[src/rtl/mbus_busy_pkg.sv]
// Shared definitions for the MBus bus-busy monitor: FSM state encoding and
// the isolation level that means "IO held".
package mbus_busy_pkg;

  // 2'd3 is not a legal state; the FSM recovers from it to ST_IDLE.
  typedef enum logic [1:0] {
    ST_IDLE    = 2'd0,
    ST_BUSY    = 2'd1,
    ST_RELEASE = 2'd2
  } busy_state_e;

  // Level of BC_RELEASE_ISO at which the IO is held in isolation.
  localparam logic IO_HOLD = 1'b1;

endpackage

[src/rtl/mbus_sync_ff.sv]
// Parametrised N-stage synchroniser with asynchronous reset to a
// parameterised level. Used for asynchronous lines in the always-on domain.
module mbus_sync_ff #(
  parameter int   STAGES    = 2,
  parameter logic RESET_VAL = 1'b1
) (
  input  logic clk,
  input  logic rst,
  input  logic d,
  output logic q
);

  logic [STAGES-1:0] sync_q;
  logic [STAGES-1:0] sync_d;

  // Shift the asynchronous input one stage deeper each clock.
  always_comb begin
    sync_d = {sync_q[STAGES-2:0], d};
  end

  // Synchroniser flops; reset to the line's idle level so no edge is seen
  // when reset releases.
  always_ff @(posedge clk or posedge rst) begin
    // NOTE: non-blocking assignments so every stage samples the previous
    // stage's old value at the same edge; blocking would collapse the chain.
    if (rst) sync_q <= {STAGES{RESET_VAL}};
    else     sync_q <= sync_d;
  end

  assign q = sync_q[STAGES-1];

endmodule

[src/rtl/mbus_busy_monitor.sv]
// Bus-busy controller: detects MBus clock activity, drives BUS_BUSYn low,
// releases on maskable clear requests or an idle watchdog, then holds off
// re-arming until the line has been high for RELEASE_CYCLES samples.
module mbus_busy_monitor
  import mbus_busy_pkg::*;
#(
  parameter int                 NUM_CLR        = 2,
  parameter logic [NUM_CLR-1:0] ISO_GATED      = 2'b01,
  parameter int                 SYNC_STAGES    = 2,
  parameter int                 RELEASE_CYCLES = 4,
  parameter int                 TIMEOUT_W      = 16
) (
  input  logic                 CLK,
  input  logic                 RESET,
  input  logic                 MBUS_CLKIN,
  input  logic                 BC_RELEASE_ISO,
  input  logic [NUM_CLR-1:0]   CLR_BUSY,
  input  logic [NUM_CLR-1:0]   CLR_MASK,
  input  logic [TIMEOUT_W-1:0] TIMEOUT_LIMIT,
  input  logic                 TIMEOUT_CLR,
  output logic                 BUS_BUSYn,
  output logic                 BUSY_TIMEOUT,
  output logic [1:0]           BUSY_STATE
);

  localparam int REL_W = $clog2(RELEASE_CYCLES + 1);

  logic                 line_sync;
  logic                 line_cur_q,  line_cur_d;
  logic                 line_prev_q, line_prev_d;
  busy_state_e          state_q,     state_d;
  logic                 busy_n_q,    busy_n_d;
  logic                 timeout_q,   timeout_d;
  logic [TIMEOUT_W-1:0] wd_q,        wd_d;
  logic [REL_W-1:0]     rel_cnt_q,   rel_cnt_d;

  logic             iso_hold;
  logic             clr_eff;
  logic             line_fall;
  logic             line_edge;
  logic             wd_expire;
  logic [REL_W-1:0] rel_inc;

  mbus_sync_ff #(
    .STAGES    (SYNC_STAGES),
    .RESET_VAL (1'b1)
  ) u_sync (
    .clk (CLK),
    .rst (RESET),
    .d   (MBUS_CLKIN),
    .q   (line_sync)
  );

  // Clear sources marked ISO_GATED are ignored while the IO is held.
  assign iso_hold  = (BC_RELEASE_ISO == IO_HOLD);
  assign clr_eff   = |(CLR_BUSY & CLR_MASK & ~(ISO_GATED & {NUM_CLR{iso_hold}}));
  assign line_fall = line_prev_q & ~line_cur_q;
  assign line_edge = line_prev_q ^ line_cur_q;
  // An edge in the would-be expiry cycle restarts the idle count instead.
  assign wd_expire = (TIMEOUT_LIMIT != '0) && !line_edge
                     && (wd_q == TIMEOUT_LIMIT - TIMEOUT_W'(1));
  assign rel_inc   = rel_cnt_q + REL_W'(1);

  // Next-state logic for the busy FSM, watchdog, release counter and flags.
  always_comb begin
    // NOTE: every signal gets a default here so no path leaves it unassigned
    // and no latch is inferred.
    line_cur_d  = line_sync;
    line_prev_d = line_cur_q;
    state_d     = state_q;
    rel_cnt_d   = rel_cnt_q;
    timeout_d   = TIMEOUT_CLR ? 1'b0 : timeout_q;
    wd_d        = (wd_q == '1) ? wd_q : wd_q + TIMEOUT_W'(1);

    case (state_q)
      ST_IDLE: begin
        if (line_fall && !clr_eff) begin
          state_d = ST_BUSY;
          wd_d    = '0;
        end
      end
      ST_BUSY: begin
        if (line_edge) wd_d = '0;
        if (clr_eff) begin
          state_d   = ST_RELEASE;
          rel_cnt_d = '0;
        end else if (wd_expire) begin
          state_d   = ST_RELEASE;
          rel_cnt_d = '0;
          timeout_d = 1'b1;
        end
      end
      ST_RELEASE: begin
        if (!line_cur_q) begin
          rel_cnt_d = '0;
        end else if (rel_inc == REL_W'(RELEASE_CYCLES)) begin
          state_d   = ST_IDLE;
          rel_cnt_d = '0;
        end else begin
          rel_cnt_d = rel_inc;
        end
      end
      default: state_d = ST_IDLE;
    endcase

    busy_n_d = (state_d != ST_BUSY);
  end

  // State and registered outputs; reset returns everything to idle at once.
  always_ff @(posedge CLK or posedge RESET) begin
    if (RESET) begin
      line_cur_q  <= 1'b1;
      line_prev_q <= 1'b1;
      state_q     <= ST_IDLE;
      busy_n_q    <= 1'b1;
      timeout_q   <= 1'b0;
      wd_q        <= '0;
      rel_cnt_q   <= '0;
    end else begin
      line_cur_q  <= line_cur_d;
      line_prev_q <= line_prev_d;
      state_q     <= state_d;
      busy_n_q    <= busy_n_d;
      timeout_q   <= timeout_d;
      wd_q        <= wd_d;
      rel_cnt_q   <= rel_cnt_d;
    end
  end

  assign BUS_BUSYn    = busy_n_q;
  assign BUSY_TIMEOUT = timeout_q;
  assign BUSY_STATE   = state_q;

endmodule
[config.mk]
export PLATFORM = sky130hd
export DESIGN_NAME = mbus_busy_monitor
export DESIGN_NICKNAME = d
export VERILOG_FILES = /design/src/rtl/mbus_busy_pkg.sv /design/src/rtl/mbus_sync_ff.sv /design/src/rtl/mbus_busy_monitor.sv
export SDC_FILE = /design/constraint.sdc
export NUM_CORES = 1
export LEC_CHECK = 0
export CORE_ASPECT_RATIO = 1.75
export CORE_UTILIZATION = 30
export DETAILED_ROUTE_END_ITERATION = 16
export GPL_TIMING_DRIVEN = 0
export PLACE_DENSITY = 0.5
export SLEW_MARGIN = 20
export SYNTH_ARGS = -nofsm -noshare
export SYNTH_HDL_FRONTEND = slang
export SYNTH_SLANG_ARGS = --single-unit
[constraint.sdc]
create_clock -name CLK -period 2.8 [get_ports CLK]
set_input_delay 0.56 -clock CLK [delete_from_list [all_inputs] [get_ports CLK]]
set_output_delay 0.56 -clock CLK [all_outputs]
set_load 0.02 [all_outputs]
After elaboration in Yosys (flattened, before gate mapping) --
Index checks and enable logic that the tools add are counted.
Cells by class: $add $sub $neg 3, eq/ne operators 7, mux-type cells 19, bitwise gates (word level) 6, reduce and logical (&&, ||, !) cells 10
Operators with widths (number):
- 2-to-1 mux 16 bit | 3
- one-hot mux 16 bit (2 select lines) | 1
- adder 16 x 1 -> 16 bit (second input constant) | 1
- == test 16 bit | 1
- == test 16 bit (second input constant) | 1
- nonzero test 16 bit | 1
- subtractor 16 x 1 -> 16 bit (second input constant) | 1
- 2-to-1 mux 3 bit | 4
- 2-to-1 mux 2 bit | 5
- one-hot mux 2 bit (3 select lines) | 1
- one-hot mux 3 bit (2 select lines) | 1
- bitwise AND 2 bit | 2
- 2-to-1 mux 1 bit | 4
- adder 3 x 1 -> 3 bit (second input constant) | 1
- == test 3 bit (second input constant) | 1
- logical AND 1 bit | 3
- inequality test 3 bit (second input constant) | 1
- == test 2 x 1 -> 1 bit (second input constant) | 1
- == test 2 bit (second input constant) | 1
- logical NOT 1 bit | 2
- logical NOT 2 bit | 1
- inequality test 2 x 1 -> 1 bit (second input constant) | 1
- NOT 1 -> 2 bit | 1
- AND reduction 2 bit | 1
- 5 further kinds | 5
Storage, ports and cells: flip-flop bits (word level) 27, input bits 25, output and inout port bits 4, logic and storage cells 53

Longest topological paths before layout --
Gate-level depths: netlist (run 1).
depth after elaboration 8, depth in mapped cells 9, depth with buffers taken out 9

Modules after synthesis --
From an unflattened synthesis (run 1), not the netlist that was laid out.
Second synthesis, totals: cells, all modules 229, area, all modules 1945.6 µm²
By module, submodules not included:
- mbus_busy_monitor | times used 1, cells an instance 226, area each 1889.3 µm², sequential area each 629.4 µm²
- mbus_sync_ff | times used 1, cells an instance 3, area each 56.3 µm², sequential area each 52.6 µm²

Least setup slack after synthesis (run 1) --
No wires, ideal clock.
path kind input to register, from in TIMEOUT_LIMIT[0], to reg rel_cnt_q[0], library setup time 0.121 ns, arrival time 2.735 ns, required time 2.679 ns, path slack -0.056 ns, stages on the path 9, path buffers 0, path through inv_1 -> ha_1 -> or4b_1 -> or4_4 -> a211oi_2 -> nor3_1 -> nor4_2 -> nand2_1 -> a41o_1
Between the ends: word-level cells in the longest chain between the ends 5, elaborated cells between the ends (all ways) 7, those cells by class add/sub (1); eq/ne (2); reduce/logical (4)
Ends and longest elaborated chain:
- start: declaration | line mbus_busy_monitor.sv:19 | input logic [TIMEOUT_W-1:0] TIMEOUT_LIMIT,
- subtractor 16 x 1 -> 16 bit / nonzero test 16 bit (equally long branches) | line mbus_busy_monitor.sv:61, mbus_busy_monitor.sv:60
- == test 16 bit / logical AND 1 bit (equally long branches) | line mbus_busy_monitor.sv:61, mbus_busy_monitor.sv:60
- logical AND 1 bit (*) | line mbus_busy_monitor.sv:61 | && (wd_q == TIMEOUT_LIMIT - TIMEOUT_W'(1));
- inequality test 3 bit (no line) (*)
- AND reduction 2 bit (no line) (*)
- end signal: assignment | line mbus_busy_monitor.sv:126 | rel_cnt_q <= rel_cnt_d;
- end: declaration | line mbus_busy_monitor.sv:35 | logic [REL_W-1:0] rel_cnt_q, rel_cnt_d;
Every way passes the cells marked *; elsewhere a longest branch is shown, timed or not. A chain may end at the register's enable or synchronous reset.

Worst setup path after layout (run 1) --
from in TIMEOUT_LIMIT[9], to reg busy_n_q, in the netlist BUS_BUSYn
Between the ends: word-level cells in the longest chain between the ends 7, elaborated cells between the ends (all ways) 9, those cells by class add/sub (1); eq/ne (2); mux (3); reduce/logical (3)
Ends and longest elaborated chain:
- subtractor 16 x 1 -> 16 bit / nonzero test 16 bit (equally long branches) | line mbus_busy_monitor.sv:61, mbus_busy_monitor.sv:60
- == test 16 bit / logical AND 1 bit (equally long branches) | line mbus_busy_monitor.sv:61, mbus_busy_monitor.sv:60
- logical AND 1 bit (*) | line mbus_busy_monitor.sv:61
- 2-to-1 mux 2 bit (*) | line mbus_busy_monitor.sv:87 | end else if (wd_expire) begin
- 2-to-1 mux 2 bit (*) | line mbus_busy_monitor.sv:84 | if (clr_eff) begin
- one-hot mux 2 bit (3 select lines) (*) | line mbus_busy_monitor.sv:75 | case (state_q)
- inequality test 2 x 1 -> 1 bit (*) | line mbus_busy_monitor.sv:106 | busy_n_d = (state_d != ST_BUSY);
- via busy_n_d | line mbus_busy_monitor.sv:32 | logic busy_n_q, busy_n_d;
- end signal: assignment | line mbus_busy_monitor.sv:123 | busy_n_q <= busy_n_d;
- end: declaration | line mbus_busy_monitor.sv:32
Mark *: on every way through the listed nets, which the timed path passes. The rest lies on a longest branch.

==> out/results.ini, run 1 <==
[status]
status = finished, final reports clean

[detailed_routing]
wl_per_cell_um = 14.8
first_pass_iters = 4
wirelength_um = 5180
antenna_left = 0
drtIter0Drc = 54
drc = 0
via_count = 1818
viasPerCell = 5.19

[critical_path]
slowest_delay_ns = 0.47
cp_max_fo = 5
cp_cell_sequence = clkdlybuf4s15_1 -> or4_4 -> buf_4 -> nor4b_4 -> mux2i_1 -> nor3_2 -> nor2_1 -> o211a_1 -> a2111o_1
path_delay_family = simple AND/OR/NAND/NOR gates
endpoint_kind = flip-flop
startpoint_type = primary input
required_ns = 2.98
critical_path_class = primary input to flip-flop
cp.buffers_inverters = 2
cpMaxStageDelayCell = or4_4
arrival_ns = 2.87

[cts]
clock-root-buffer = clkbuf_16
clock_sinks = 27
cts_tree = yes
cts_made_buffers = 3
insertion_delay_ns = 0.26
clk_path_buf_depth = 2
cts_hold_buf = 0
htreeDepth = 1
path_clk_slew_ns = 0.07

[timing]
clock_skew_ns = 0.00655
setup_viol = 0
worstMarginPinSlew_ns = 0.673
maxSlewViolCount = 0
finalHoldViolCount = 0
fmax_ghz = 0.373
fin_ws_ns = 0.116
period_minus_slack_ns = 2.68
rsz0062_at_grt = yes
fin_crit_sh = 0.958
max-slew-margin-rel = 0.547
finalSetupTns_ns = 0

[finish]
syn2layout_area_growth_pct = 28.9
final_core_util = 0.396
final_cells = 350
nets = 300
n_antenna_cell = 0
fillers = 685
drive_above_1_share = 0.187
multiInputGateArea_um2 = 1340
ff_latch_area_um2 = 682

[hold_path]
holdCritPathClass = flip-flop to flip-flop

[floorplanning]
start_util = 0.307
die_w_um = 63.6
dieArea_um2 = 6990
core-area_um2 = 6490
rows = 39
ios = 29
die_h_um = 110

[power_and_ir_drop]
ir_drop_mv = 0.418
p_leak_nw = 1.05
powerDensity_nw_per_um2 = 500

[yosys]
yosysWarningCount = 0
ys_types = 53
seq_area_frac_synth = 0.342
synthFlopType = dfrtp_1
syn_inst = 231
synthArstFlopShare = 1.00
synth_edf_count = 0
syn_area_um2 = 1990
ys_ff_latch = 27
postSynthAreaPerCell_um2 = 8.63
synth_nets = 262

[place]
gp_congestion = 0.817
place_ws_ns = -0.842
dp.cells = 339
io_buffers = 26
dp_hpwl_um = 3950

[grt]
grt_usage = 0.155
grt_pass1_vias = 1816
grt_max_degree = 28
antenna_found_initial = 0
grt_pass1_wl_um = 8420
overflow = 0

[flow_run]
maxCapViolCount = 0

layer usage:
layer,global-route usage,vias to the layer above,wire [µm]
li1,-,910,-
met1,0.164,870,2040
met2,0.308,32,2920
met3,0.0145,6,129
met4,0.0601,0,89
met5,0,-,0
synth_stat cells, drive strengths merged, types with 2 or more instances:
cell type | count | area (µm²)
nor2 | 33 | 124
dfrtp | 22 | 551
xnor2 | 16 | 140
nand2 | 15 | 56.3
nand3 | 15 | 75.1
xor2 | 11 | 96.3
inv | 8 | 30.0
a21oi | 7 | 35.0
nor3 | 7 | 35.0
and3 | 6 | 37.5
ha | 6 | 75.1
nand4 | 6 | 37.5
clkbuf | 5 | 18.8
dfstp | 5 | 131
o21ai | 5 | 25.0
mux2i | 4 | 40.0
nand2b | 4 | 25.0
nor2b | 4 | 25.0
nor4 | 4 | 31.3
or3 | 4 | 25.0
or4 | 4 | 37.5
buf | 3 | 15.0
nor3b | 3 | 22.5
nor4b | 3 | 32.5
a41o | 2 | 20.0
and2 | 2 | 12.5
o2111ai | 2 | 17.5
o22ai | 2 | 12.5
o31ai | 2 | 15.0
area by class of cell:
cell class / instances / share of cell area
Timing Repair Buffer: 33 / 0.114
Clock buffer: 3 / 0.0292
Clock inverter: 1 / 0.00292
Tap cell: 82 / 0.0399
Sequential cell: 27 / 0.265
Inverter: 8 / 0.0127
Buffer: 8 / 0.0132
Multi-Input combinational cell: 188 / 0.523
path summary, 6_finish.rpt:
path | from | end | slack (ns) | cells after the start
hold / removal | u_sync.sync_q[1] | line_cur_q | 0.36 | 0
hold reg to reg | u_sync.sync_q[1] | line_cur_q | 0.36 | 0
setup / recovery | TIMEOUT_LIMIT[9] | BUS_BUSYn | 0.12 | 9
max in group asynchronous | RESET | wd_q[1] | 1.74 | 2
min in group asynchronous | RESET | wd_q[4] | 0.68 | 2
setup reg to reg | line_cur_q | rel_cnt_q[2] | 0.35 | 9
power breakdown:
part	switching, W	leakage, nW	internal, W	total (W)
Sequential	0.0000788	0.350	0.000457	0.000536
Clock	0.000140	0.0371	0.000194	0.000334
Combinational	0.000217	0.664	0.000198	0.000415
cell families (layout without fill, tap and decap cells):
| family | count (synthesis) | in the layout | share of synthesized area |
|---|---|---|---|
| buffers and inverters | 16 | 53 | 0.0320 |
| AOI/OAI and AO/OA | 34 | 34 | 0.128 |
| xor gates and xnor gates | 27 | 27 | 0.119 |
| and+or+nand+nor | 117 | 117 | 0.321 |
| adders and majority gates | 6 | 6 | 0.0377 |
| DFF | 27 | 27 | 0.342 |
| muxes | 4 | 4 | 0.0201 |
cells in the final DEF (no fill, tap or decap), types with 6 or more instances in the layout:
cell / n
xor2_1: 11
clkdlybuf4s50_1: 16
and3_1: 6
a21oi_1: 7
buf_2: 6
nand3_1: 15
nand4_1: 6
buf_4: 8
nor2_1: 32
nand2_1: 15
nor3_1: 6
xnor2_1: 16
dfrtp_1: 22
stage by stage:
step                hold slack (ns)  instance area (µm²)  power [W]
floorplan                     0.345                 2000   0.000794
global placement              0.348                 2360   0.000939
detailed placement            0.348                 2360   0.000943
CTS                           0.358                 2530    0.00129
global route                  0.361                 2570    0.00137
finish                        0.357                 2570    0.00128
sequential cells by signal, indices dropped and copies added, names as in the netlist:
register       flops
BUSY_STATE         2
BUSY_TIMEOUT       1
BUS_BUSYn          1
line_cur_q         1
line_prev_q        1
rel_cnt_q          3
u_sync.sync_q      2
wd_q              16
what timing repair did:
item / CTS / global route
gates resized for setup: 42 / 10
buffers inserted: 7 / 0
setup endpoints to repair: 7 / 5
pin swaps: 11 / 3
Note: power is estimated with default switching activity, not from simulation.
==> run 2: changes to the inputs <==
--- a/config.mk
+++ b/config.mk
@@ -6,10 +6,10 @@
 export NUM_CORES = 1
 export LEC_CHECK = 0
 export CORE_ASPECT_RATIO = 1.75
-export CORE_UTILIZATION = 30
+export CORE_UTILIZATION = 54
 export DETAILED_ROUTE_END_ITERATION = 16
 export GPL_TIMING_DRIVEN = 0
-export PLACE_DENSITY = 0.5
+export PLACE_DENSITY = 0.8
 export SLEW_MARGIN = 20
 export SYNTH_ARGS = -nofsm -noshare
 export SYNTH_HDL_FRONTEND = slang
==> run 2 against run 1 <==
The flow now finishes with violations (setup timing). Clock power shrank 36%. Via count grew 2.7%. Cell count shrank 11%. Die area shrank 43%. Setup slack lost 0.12 ns. Combinational power is essentially flat. Sequential power shrank 0.9%. Sequential share of layout area grew 1.2 points. First-iteration DRC count shrank 9.3%. Core utilization grew 31 points.
==> out/results.ini, run 2 (synthesized netlist as in run 1, its figures left out) <==
[critical_path]
arrival_ns = 2.97
r2r_cells = 9
required_ns = 2.96
startpoint_type = primary input
critical_path_class = primary input to flip-flop
endpoint_kind = flip-flop
rr_endpoint = rel_cnt_q[2]
cp_max_fo = 7
r2r_start = line_cur_q
regToRegSetupSlack_ns = 0.31

[detailed_routing]
via_count = 1867
first_pass_iters = 4
drtIter0Drc = 49
antenna_left = 0
drc = 0
wirelength_um = 4890
wl_per_cell_um = 15.8
viasPerCell = 6.02

[power_and_ir_drop]
p_leak_nw = 1.02
power.total_w = 0.00116
powerDensity_nw_per_um2 = 472
ir_drop_mv = 0.440

[grt]
grt_pass1_vias = 1761
grt_pass1_wl_um = 7590
grt_usage = 0.269
overflow = 0
grt_max_degree = 28
antenna_found_initial = 0

[finish]
largest_reg_flops = 16
final_core_util = 0.707
mostFrequentLayoutCells = nor2_1 (33), dfrtp_1 (22), xnor2_1 (16), clkdlybuf4s50_1 (16)
nets = 297
final_common_cell = nor2_1
regMostFlops = wd_q
n_antenna_cell = 0
drive_above_1_share = 0.174
reg_top3 = wd_q x16, rel_cnt_q x3
syn2layout_area_growth_pct = 23.1

[hold_path]
holdCritPathClass = flip-flop to flip-flop
hp-start = u_sync.sync_q[0]
hold_depth = 0
whs_endpoint = u_sync.sync_q[1]

[cts]
htreeDepth = 1
clk_path_buf_depth = 2
clock-root-buffer = clkbuf_8
insertion_delay_ns = 0.27
cts_made_buffers = 3
cts_hold_buf = 0
cts_tree = yes
path_clk_slew_ns = 0.09
clock_sinks = 27

[timing]
max-slew-margin-rel = 0.586
fmax_ghz = 0.356
fin_crit_sh = 1.00
finalHoldViolCount = 0
fin_ws_ns = -0.00829
maxSlewViolCount = 0
period_minus_slack_ns = 2.81
clock_skew_ns = 0.00307
setup_viol = 1
worstMarginPinSlew_ns = 0.614

[floorplanning]
die_w_um = 47.9
die_h_um = 82.4
ios = 29
dieArea_um2 = 3950
rows = 28
start_util = 0.575
core-area_um2 = 3470

[place]
io_buffers = 26
dp_hpwl_um = 3530
gp_congestion = 0.766
place_ws_ns = -0.848

[status]
failed_checks = setup timing
status = complete, but fails checks

[flow_run]
maxCapViolCount = 0

run 2: cell types whose count changed in the layout (fill, tap and decap cells not counted), moves of 2 or more:
| cell | before | now |
|---|---|---|
| nor4_2 | 1 | 4 |
| nor4_4 | 2 | 0 |
| clkbuf_8 | 0 | 3 |
| buf_4 | 8 | 4 |
| clkbuf_16 | 3 | 0 |
run 2: layer usage:
metal	routed length (µm)	part of all wire	GRT usage	up-vias
li1	-	-	-	906
met1	1900	0.39	0.289	883
met2	2550	0.52	0.482	55
met3	174	0.036	0.0348	23
met4	268	0.055	0.133	0
met5	0	0	0	-
run 2: layout make-up:
type / instances / area (µm²)
Clock buffer: 3 / 41.3
Timing Repair Buffer: 30 / 280
Multi-Input combinational cell: 188 / 1320
Fill cell: 260 / 1010
Tap cell: 45 / 56.3
Sequential cell: 27 / 682
Buffer: 8 / 33.8
Clock inverter: 1 / 5.00
Inverter: 8 / 32.5
run 2: how the worst max path moves through the flow:
stage,start,depth (start not counted),endpoint
after floorplan,TIMEOUT_LIMIT[1],9,rel_cnt_q[0]
after global placement,TIMEOUT_LIMIT[0],10,rel_cnt_q[0]
after detailed placement,TIMEOUT_LIMIT[0],10,rel_cnt_q[0]
after CTS,TIMEOUT_LIMIT[1],10,rel_cnt_q[2]
after global routing,TIMEOUT_LIMIT[12],8,rel_cnt_q[2]
final,TIMEOUT_LIMIT[12],8,rel_cnt_q[2]
run 2: critical path: stages:
cell and delay, ns:
clkdlybuf4s50_1 0.53, nor4_2 0.42, xnor2_1 0.13, o31ai_1 0.29, nand4_1 0.19, nor4_2 0.40
nand2_1 0.18, a22o_1 0.26
run 2: repair_timing:
action	in CTS	in global routing
setup endpoints to repair	7	4
pin swaps	10	3
buffers inserted	4	0
gates resized for setup	40	7
run 2: report_power, final:
group | switching, W | leakage [nW] | internal [W]
combinational | 0.000220 | 0.641 | 0.000193
sequential | 0.0000741 | 0.350 | 0.000457
clock | 0.000114 | 0.0255 | 0.0000995
run 2: per-stage QoR:
step | cells | instance area (µm²) | TNS [ns] | hold slack (ns)
2_1_floorplan | 231 | 2000 | 0 | 0.345
3_3_place_gp | 302 | 2310 | -4.25 | 0.349
3_5_place_dp | 302 | 2310 | -4.99 | 0.348
4_1_cts | 310 | 2420 | 0 | 0.364
5_1_grt | 310 | 2450 | -0.0225 | 0.366
6_report | 310 | 2450 | -0.00829 | 0.361
==> variant: new RTL, config.mk and constraints of run 1 <==
Remove the register `busy_n_q`: a continuous assignment takes its place, so the output `BUS_BUSYn` follows one clock earlier.
--- a/src/rtl/mbus_busy_monitor.sv
+++ b/src/rtl/mbus_busy_monitor.sv
@@ -112,7 +112,6 @@
       line_cur_q  <= 1'b1;
       line_prev_q <= 1'b1;
       state_q     <= ST_IDLE;
-      busy_n_q    <= 1'b1;
       timeout_q   <= 1'b0;
       wd_q        <= '0;
       rel_cnt_q   <= '0;
@@ -120,13 +119,14 @@
       line_cur_q  <= line_cur_d;
       line_prev_q <= line_prev_d;
       state_q     <= state_d;
-      busy_n_q    <= busy_n_d;
       timeout_q   <= timeout_d;
       wd_q        <= wd_d;
       rel_cnt_q   <= rel_cnt_d;
     end
   end
 
+  assign busy_n_q = busy_n_d;
+
   assign BUS_BUSYn    = busy_n_q;
   assign BUSY_TIMEOUT = timeout_q;
   assign BUSY_STATE   = state_q;
Formal check against the unedited RTL: not equivalent (a bounded check fails within 4 cycles, from zero or initial values and one cycle with RESET high).
==> variant against run 1 <==
- the flow now finishes with violations (setup timing)
- critical path depth stayed put
- design area is 2.8% lower
- sequential cell count is 1 lower
- final cell count is 2.0% lower
- wire length is 1.6% higher
- synthesized area is 1.3% lower
- setup slack worse by 0.57 ns
- total power is 10% lower
- worst hold slack better by 0.0023 ns
- critical endpoint is now BUS_BUSYn
==> variant: results (changes against run 1) <==
RUN_STATUS='finished, violations left'  # was complete, no violations
VIOLATIONS='setup timing'
POWER.CLOCK.TOTAL_mW=0.223  # was 0.334 mW
HOLDCRITSTARTPOINT='u_sync.sync_q[0]'  # was u_sync.sync_q[1]
POST_SYNTH_XOR_AREA_FRACTION_PCT=12.02  # was 11.86%
DRT_FIRST_ITER_VIOLATIONS=99  # was 54
TIMING.FINAL.SETUP_VIOLATIONS=1  # was 0
CRIT-REG2REG-CAPTURE='wd_q[7]'  # was rel_cnt_q[2]
CRIT_PATH_MAX_INCR_DELAY_NS=0.58  # was 0.47 ns
GPL.FINAL_WEIGHTED_CONGESTION=0.7754  # was 0.8167
P_SEQ_SHARE_PCT=43.9  # was 41.7%
CLK_ROOT_BUFFER_CELL='clkbuf_8'  # was clkbuf_16
TOTAL_LEAKAGE_POWER_nW=1.032  # was 1.052 nW
TIMING.FINAL.WS_SETUP_NS=-0.4561  # was 0.1164 ns
FINAL_NETS=295  # was 300
YOSYS-MUX-AREA-FRACTION_PCT=2.036  # was 2.009%
SYNTHADDERAREAFRAC_PCT=3.817  # was 3.766%
FIN_SKEW_NS=0.01042  # was 0.006546 ns
DPL-INSTANCE-AREA_UM2=2371  # was 2359 um^2
SYNTH.AREA.TOP_CELLS='dfrtp_1, xnor2_1, nor2_1'  # was dfrtp_1, xnor2_1, dfstp_2
GR_UTIL_MET1_PCT=16.70  # was 16.36%
SLEW_HEADROOM_PCT=36.32  # was 54.69%
N_FILL_CELL=670  # was 685
WORST_EP_ARRIVAL_TIME_NS=2.70  # was 2.87 ns
P_SW_mW=0.4162  # was 0.4351 mW
-- variant: cell types whose count changed after synthesis, sizes merged --
cell and delta:
dfstp -1
-- variant: per-layer routing --
layer / vias up / wire (um)
met5: - / 0
met4: 0 / 159
met3: 11 / 176
met2: 39 / 2989
met1: 852 / 1939
li1: 899 / -
-- variant: cell type report --
type	count	area, um^2	share of cell area (%)
Timing Repair Buffer	29	271.5	10.87
Multi-Input combinational cell	188	1354	54.21
Sequential cell	26	655.6	26.25
Tap cell	80	100.1	4.008
Inverter	8	35.03	1.403
Buffer	8	36.28	1.453
Clock buffer	4	45.04	1.804
-- variant: repair_timing --
action	4_1_cts	5_1_grt
gates resized for setup	54	6
pin swaps	7	2
setup endpoints to repair	7	5
endpoints found under the hold margin	0	0
buffers inserted	3	0
-- variant: through the flow --
step | TNS (ns) | cells
2_1_floorplan | -0.1166 | 230
3_3_place_gp | -5.142 | 336
3_5_place_dp | -5.100 | 336
4_1_cts | -0.4959 | 343
5_1_grt | -0.5661 | 343
6_report | -0.4561 | 343
